### src/rtl/ptos_tx.sv
//----------------------------------------------------------------------
// ptos_tx : transmit parallel-to-serial stage, MSB-first, COMMA sync/idle
// Revision: 1.0
//----------------------------------------------------------------------
`default_nettype none
`timescale 1ns/1ps

module ptos_tx #(
    parameter logic [7:0]  COMMA      = 8'hBC,
    parameter int unsigned SYNC_COUNT = 4
) (
    input  logic       clk_8f,
    input  logic       reset,
    input  logic [7:0] data_in,
    input  logic       valid_in,
    output logic       data_out,
    output logic       ready_out,
    output logic       active_out
);

    localparam logic [3:0] SYNC_LAST = 4'(SYNC_COUNT - 1);

    typedef enum logic {
        ST_SYNC   = 1'b0,
        ST_ACTIVE = 1'b1
    } state_t;

    state_t     state_q, state_d;
    logic [7:0] shift_q, shift_d;
    logic [2:0] bit_cnt_q, bit_cnt_d;
    logic [3:0] sync_cnt_q, sync_cnt_d;
    logic       dout_q, dout_d;
    logic       load;
    logic [7:0] next_char;

    always_ff @(posedge clk_8f or negedge reset) begin
        if (!reset) begin
            state_q    <= ST_SYNC;
            shift_q    <= 8'h00;
            bit_cnt_q  <= 3'd7;
            sync_cnt_q <= 4'd0;
            dout_q     <= 1'b0;
        end else begin
            state_q    <= state_d;
            shift_q    <= shift_d;
            bit_cnt_q  <= bit_cnt_d;
            sync_cnt_q <= sync_cnt_d;
            dout_q     <= dout_d;
        end
    end

    always_comb begin
        state_d    = state_q;
        shift_d    = {shift_q[6:0], 1'b0};
        bit_cnt_d  = bit_cnt_q + 3'd1;
        sync_cnt_d = sync_cnt_q;
        dout_d     = shift_q[6];
        load       = (bit_cnt_q == 3'd7);
        next_char  = COMMA;

        // Offered data is only honoured once alignment has been sent.
        if ((state_q == ST_ACTIVE) && valid_in) begin
            next_char = data_in;
        end

        if (load) begin
            shift_d = next_char;
            dout_d  = next_char[7];
            if (state_q == ST_SYNC) begin
                sync_cnt_d = sync_cnt_q + 4'd1;
                if (sync_cnt_q == SYNC_LAST) begin
                    state_d = ST_ACTIVE;
                end
            end
        end
    end

    assign data_out   = dout_q;
    assign ready_out  = (state_q == ST_ACTIVE) && (bit_cnt_q == 3'd7);
    assign active_out = (state_q == ST_ACTIVE);

endmodule

`default_nettype wire

### config.mk
export PLATFORM = sky130hd
export DESIGN_NAME = ptos_tx
export DESIGN_NICKNAME = d
export VERILOG_FILES = /design/src/rtl/ptos_tx.sv
export SDC_FILE = /design/constraint.sdc
export NUM_CORES = 1
export LEC_CHECK = 0
export ABC_AREA = 0
export BUFFER_PORTS_ARGS = -buffer_cell sky130_fd_sc_hd__buf_4
export CAP_MARGIN = 5
export CORE_MARGIN = 2
export CORE_UTILIZATION = 25
export DETAILED_ROUTE_END_ITERATION = 8
export PLACE_DENSITY = 0.49
export SYNTH_ARGS = -nofsm -noshare
export SYNTH_HDL_FRONTEND = slang
export SYNTH_SLANG_ARGS = --single-unit
### constraint.sdc
create_clock -name clk_8f -period 3.3 [get_ports clk_8f]
set_clock_uncertainty 0.1 [all_clocks]
set_input_delay 0.66 -clock clk_8f [delete_from_list [all_inputs] [get_ports clk_8f]]
set_output_delay 0.66 -clock clk_8f [all_outputs]
set_load 0.01 [all_outputs]
## After elaboration in Yosys (flattened, before gate mapping)

Cells that the tools add are included.

- Register bits: 16
- Logic and storage cells: 18

- Add/subtract/negate cells: 2
- Eq/ne operators: 2
- Multiplexer cells: 5
- Bitwise logic cells: 1
- Reductions and logical operators: 3

Operators by type and width:

| cell | count |
|---|---|
| 8-bit two-way mux | 1 |
| 7-bit two-way mux | 1 |
| 4-bit by 1-bit adder with 4-bit output (second input constant) | 1 |
| 4-bit by 2-bit equality test with 1-bit output (second input constant) | 1 |
| 3-bit by 1-bit adder with 3-bit output (second input constant) | 1 |
| 3-bit equality test (second input constant) | 1 |
| 1-bit two-way mux | 3 |
| 1-bit logical AND | 2 |
| 2-bit AND reduction | 1 |
| 1-bit inverter | 1 |

## Depth between registers and ports, before layout

Gate-level depths: netlist (run 1).

- Depth in word-level cells: 3
- Mapped depth: 6

## Least setup slack after synthesis (run 1)

No wires, ideal clock.

- Path kind: register -> output
- Start point: reg bit_cnt_q[0]
- End point: out ready_out
- Arrival: 1250 ps
- Required time: 2540 ps
- Path slack: 1290 ps
- Stages on the path, launching flop included: 6
- Buffers on the path: 2
- Path through: dfstp_2 ha_1 ha_1 buf_6 buf_2 and2_1

- Word-level cells in the longest chain between the ends: 2

Ends and longest elaborated chain:

| item | line | text |
|---|---|---|
| start: declaration | 30 | `logic [2:0] bit_cnt_q, bit_cnt_d;` |
| start signal: assignment | 46 | `bit_cnt_q <= bit_cnt_d;` |
| 3-bit equality test | 79 | `assign ready_out = (state_q == ST_ACTIVE) && (bit_cnt_q == 3'd7);` |
| 1-bit logical AND | 79 |  |
| end: declaration | 17 | `output logic ready_out,` |

No other way between the ends.

## Worst setup path in the final report (run 1)

Ends and elaborated chain as after synthesis.

==> metrics, run 1 <==
status=finished, final reports clean; final hold vios=0; die span in x=54.7 um; post-CTS setup buffers=0; initial core utilization=26.2%; via/cell ratio=4.12; routability congestion estimate=0.644; Syn Area/Cell=11.5 um2; I/O pins=14; Clock Latency Late Sink=0.28 ns; area of the core=0.00245 mm2; # diodes=0; Via Count=420; first-pass GRT wire length=1620 um; Residual DRC=0; post-synthesis mux area share=1.75%; Max Fclk=0.432 GHz; Synth Register Bits=16; clk root buf=clkbuf_4; largest family of logic cells by synthesized area=simple AND/OR/NAND/NOR gates; RSZ-0062 raised after global routing=false; grt total ovfl=0; Final Cycle Share=70.2%; CP Data Required Time=2.54 ns; CP arrival=1.56 ns; final wirelength=968 um; routed length per instance=9.49 um; P_leak=0.391 nW; xor and xnor area share after synthesis=4.09%; CTS tree=done; initial detailed-routing violation count=2; Slew Viols, Final=0; maximum root-to-sink buffer count=2; Rows=18; crit path capture type=output port; vias in the first global route=363; met3 GRT Util=4.92%; FF-to-FF End=sync_cnt_q[1]$_DFFE_PN0P_; Hold-fix buffers, CTS=0; mapped cell area=643 um2; R2R Path Start=bit_cnt_q[0]$_DFF_PN1_; area share of fa/ha/maj cells after synthesis=5.84%; clock transition at the registers of the reported paths=0.09 ns; # port buffers=13; Pre-antenna DRT Iters=2; max_slew headroom=82.1%; Sink Count=16; Routed Antenna Nets=0; Synth area leaders=dfrtp_1 51%, dfstp_2 12%, nor2_1 7.0%; most used routing layer=met2; fin nets=87; most common cell in the netlist=dfrtp_1; type of origin of the critical path=register; worst reg-to-reg setup slack=1.53 ns; Synth Area in Compound Gates=7.20%; post-synth top area share=50.6%; Area Growth Syn to Fin=25.3%; Simple-Gate Fraction of Synth Area=14.0%; grt met2 use=11.3%; setup_tns=0 ns; CP Class=reg2out; met1 usage=9.86%; CP max FO=18; largest net degree at the start of global routing=19; CTS Buf Count=3; ys flop type=dfrtp_1; Worst-Margin Slew=0.268 ns; CTS H-Tree Depth=1; pre-CTS setup slack=1.28 ns; Synth async-reset ratio=100%; Syn. warnings=0; die height=54.7 um; gr usage total=8.13%; post_cts resized=0; Setup Viol. Count Final=0; sequential fraction of the synthesis area=62.8%; Post-Syn Nets=70; Max-Cap Viols=0; leading area contributor after synthesis=dfrtp_1; layout cells sized above 1=33.3%; worst min path class=in2async; FF-to-FF path depth=5; Total Power=0.000346 W; Syn Inst Count=56; Netlist cell types=17; most instantiated cells after synthesis=13 x dfrtp_1, 12 x nor2_1, 5 x a21oi_1, 5 x nand2_1; Setup WS post-layout=0.984 ns; antenna violations before repair=0; Max VDD drop=0.403 mV; Post-synth EDFFs=0; die area=0.00299 mm2; cell area power density=429 mW/mm2; post-DP HPWL=714 um; Final Critical Period=2.32 ns
==> cells in the final DEF (no fill, tap or decap) <==
| cell type | instances |
|---|---|
| a21oi_1 | 5 |
| mux2_2 | 1 |
| nor2_1 | 12 |
| nand2_1 | 5 |
| nand4_1 | 1 |
| ha_1 | 3 |
| dfrtp_1 | 13 |
| clkbuf_8 | 1 |
| xnor2_1 | 2 |
| clkbuf_4 | 3 |
| dfstp_2 | 3 |
| xor2_1 | 1 |
| inv_1 | 3 |
| and2_1 | 1 |
| buf_4 | 14 |
| nor2b_4 | 1 |
| a31o_2 | 1 |
| o22ai_1 | 2 |
==> power by group <==
| part | internal (W) | switching, W |
|---|---|---|
| Sequential | 0.000200 | 0.00000104 |
| Clock | 0.0000671 | 0.0000572 |
| Combinational | 0.0000107 | 0.00000939 |
==> flip-flops by register name, indices dropped and copies added (netlist names) <==
signal      count
bit_cnt_q       3
active_out      1
shift_q         7
data_out        1
sync_cnt_q      4
==> critical path: stages (launching register included) <==
cell and delay, ns:
dfstp_2 0.54, ha_1 0.14, ha_1 0.13, buf_4 0.20
and2_1 0.15, buf_4 0.11
==> stage by stage <==
step | util (%) | area [um2] | hold WS, ns | std cells
3_3_place_gp | 31.3 | 769 | 0.327 | 98
6_report | 32.8 | 806 | 0.117 | 102
5_1_grt | 32.8 | 806 | 0.102 | 102
4_1_cts | 32.8 | 806 | 0.110 | 102
2_1_floorplan | - | 643 | 0.264 | 56
3_5_place_dp | 31.3 | 769 | 0.328 | 98
==> kinds of logic after synthesis <==
family / count (synthesis)
AO/OA/AOI/OAI: 8
flip-flops: 16
XOR/XNOR: 3
multiplexers: 1
AND/OR/NAND/NOR: 20
buffers and inverters: 5
adder cells (fa/ha/maj): 3
==> layout make-up <==
| cell class | count | area, um2 |
|---|---|---|
| Inverter | 3 | 11.3 |
| Timing Repair Buffer | 14 | 105 |
| Multi-Input combinational cell | 35 | 211 |
| Fill cell | 257 | 1650 |
| Clock buffer | 4 | 36.3 |
| Tap cell | 30 | 37.5 |
| Sequential cell | 16 | 404 |
==> per-layer routing <==
layer,up-vias,part of all wire (%)
li1,214,-
met1,197,46
met2,9,47
met3,0,6.9
met4,0,0
met5,-,0
==> worst max path at each step <==
stage                                       from         to  slack, ns  depth (start not counted)
final                     bit_cnt_q[0]$_DFF_PN1_  ready_out       0.98                          5
after global routing      bit_cnt_q[0]$_DFF_PN1_  ready_out       0.87                          5
after floorplan           bit_cnt_q[0]$_DFF_PN1_  ready_out       1.29                          5
after CTS                 bit_cnt_q[0]$_DFF_PN1_  ready_out       0.95                          5
after global placement    bit_cnt_q[0]$_DFF_PN1_  ready_out       1.30                          5
after detailed placement  bit_cnt_q[0]$_DFF_PN1_  ready_out       1.28                          5
Note: power is estimated with default switching activity, not from simulation.
==> run 2: changes to the inputs <==
clock period = 2.25 ns   (was 3.3 ns; I/O delays follow)
==> metrics, run 2 (same netlist as run 1, synthesis figures left out) <==
post-DP HPWL=735 um; grt total ovfl=0; Final Cycle Share=89.6%; CTS tree=done; post_cts resized=0; CP Data Required Time=1.70 ns; Setup WS post-layout=0.234 ns; CTS Buf Count=3; Largest Register=shift_q; CTS H-Tree Depth=1; post-route cell area=816 um2; initial detailed-routing violation count=6; Worst Hold Slack=0.294 ns; type of origin of the critical path=register; initial core utilization=26.2%; Via Count=407; I/O pins=14; Sw Ratio=19.9%; Seq pwr share=57.8%; die area=0.00299 mm2; die height=54.7 um; Regs by FF count=shift_q (7), sync_cnt_q (4), bit_cnt_q (3); Rows=18; pre-CTS setup slack=0.535 ns; setup_tns=0 ns; post-CTS setup buffers=0; maximum root-to-sink buffer count=2; internal power=0.000409 W; commonest cells after routing, fill and taps aside=14 x buf_4, 13 x dfrtp_1, 12 x nor2_1; # diodes=0; Area Growth Syn to Fin=26.8%; routability congestion estimate=0.708; Hold-fix buffers, CTS=1; number of fill cells in the layout=246; crit path capture type=output port; CP arrival=1.47 ns; Max-Cap Viols=0; max FFs per register=7; status=finished, final reports clean; routed length per instance=9.50 um; Sink Count=16; Max VDD drop=0.473 mV; Worst-Margin Slew=0.251 ns; antenna violations before repair=0; final wirelength=979 um; final hold vios=0; fin nets=88; layout cells sized above 1=32.9%; Comb pwr share=6.1%; Routed Antenna Nets=0; commonest non-fill, non-tap cell in the layout=buf_4; cell area power density=626 mW/mm2; via/cell ratio=3.95; Clock power frac=36.1%; gr usage total=7.72%; worst min path class=in2reg; max_slew headroom=83.2%; die span in x=54.7 um; Slew Viols, Final=0; CP max FO=6; RSZ-0062 raised after global routing=false; CP Class=reg2out; Final Critical Period=2.02 ns; Clock Latency Late Sink=0.28 ns; Setup Viol. Count Final=0; largest net degree at the start of global routing=17; clock transition at the registers of the reported paths=0.09 ns; P_leak=0.395 nW; dpl cell area=769 um2; Residual DRC=0; Pre-antenna DRT Iters=3; clk root buf=clkbuf_4; area of the core=0.00245 mm2; vias in the first global route=354; switching power=0.000102 W; # port buffers=13; first-pass GRT wire length=1540 um; Total Power=0.000511 W; Max Fclk=0.496 GHz
[run 2: cell count changes in the layout (fill, tap and decap cells not counted), sizes merged]
cell	before	now
dlygate4sd3	0	1
[run 2: final cells by class]
type                    count  area (um2)  share of cell area (%)
multi-input cells          35         211                    25.9
repair buffers             15         115                    14.1
well taps                  30        37.5                    4.60
inverters                   3        11.3                    1.38
flip-flops and latches     16         404                    49.5
clock buffers               4        36.3                    4.45
[run 2: final timing paths]
| kind | start | to | slack (ns) | cells past startpoint |
|---|---|---|---|---|
| min | data_in[0] | shift_q[0]$_DFF_PN0_ | 0.29 | 3 |
| max in group asynchronous | reset | bit_cnt_q[2]$_DFF_PN1_ | 1.35 | 2 |
| min in group asynchronous | reset | shift_q[4]$_DFF_PN0_ | 0.45 | 2 |
| max | bit_cnt_q[0]$_DFF_PN1_ | ready_out | 0.23 | 4 |
| min reg2reg | bit_cnt_q[0]$_DFF_PN1_ | bit_cnt_q[0]$_DFF_PN1_ | 0.34 | 1 |
| max reg2reg | bit_cnt_q[0]$_DFF_PN1_ | sync_cnt_q[1]$_DFFE_PN0P_ | 0.57 | 4 |
[run 2: per-stage QoR]
step	cells	util, %
5_1_grt	103	33.2
2_1_floorplan	56	-
3_3_place_gp	98	31.3
4_1_cts	103	33.2
3_5_place_dp	98	31.3
6_report	103	33.2
[run 2: power by group through the flow]
stage	Combinational, W	Clock (W)	Sequential, W
floorplan	0.00000806	0	0.000301
global placement	0.0000305	0	0.000301
detailed placement	0.0000312	0	0.000301
CTS	0.0000326	0.000194	0.000296
global route	0.0000360	0.000207	0.000296
finish	0.0000311	0.000185	0.000295
[run 2: layer usage]
layer	global-route usage (%)	vias up	share of wire, %
li1	-	213	-
met1	9.66	185	48
met2	11.3	9	46
met3	4.92	0	6.7
met4	1.25	0	0
met5	0	-	0
[run 2: critical path, cell delays in order, from the launching register on]
cell,delay [ns]
dfstp_2,0.54
ha_1,0.14
ha_1,0.24
and2_1,0.15
buf_4,0.11
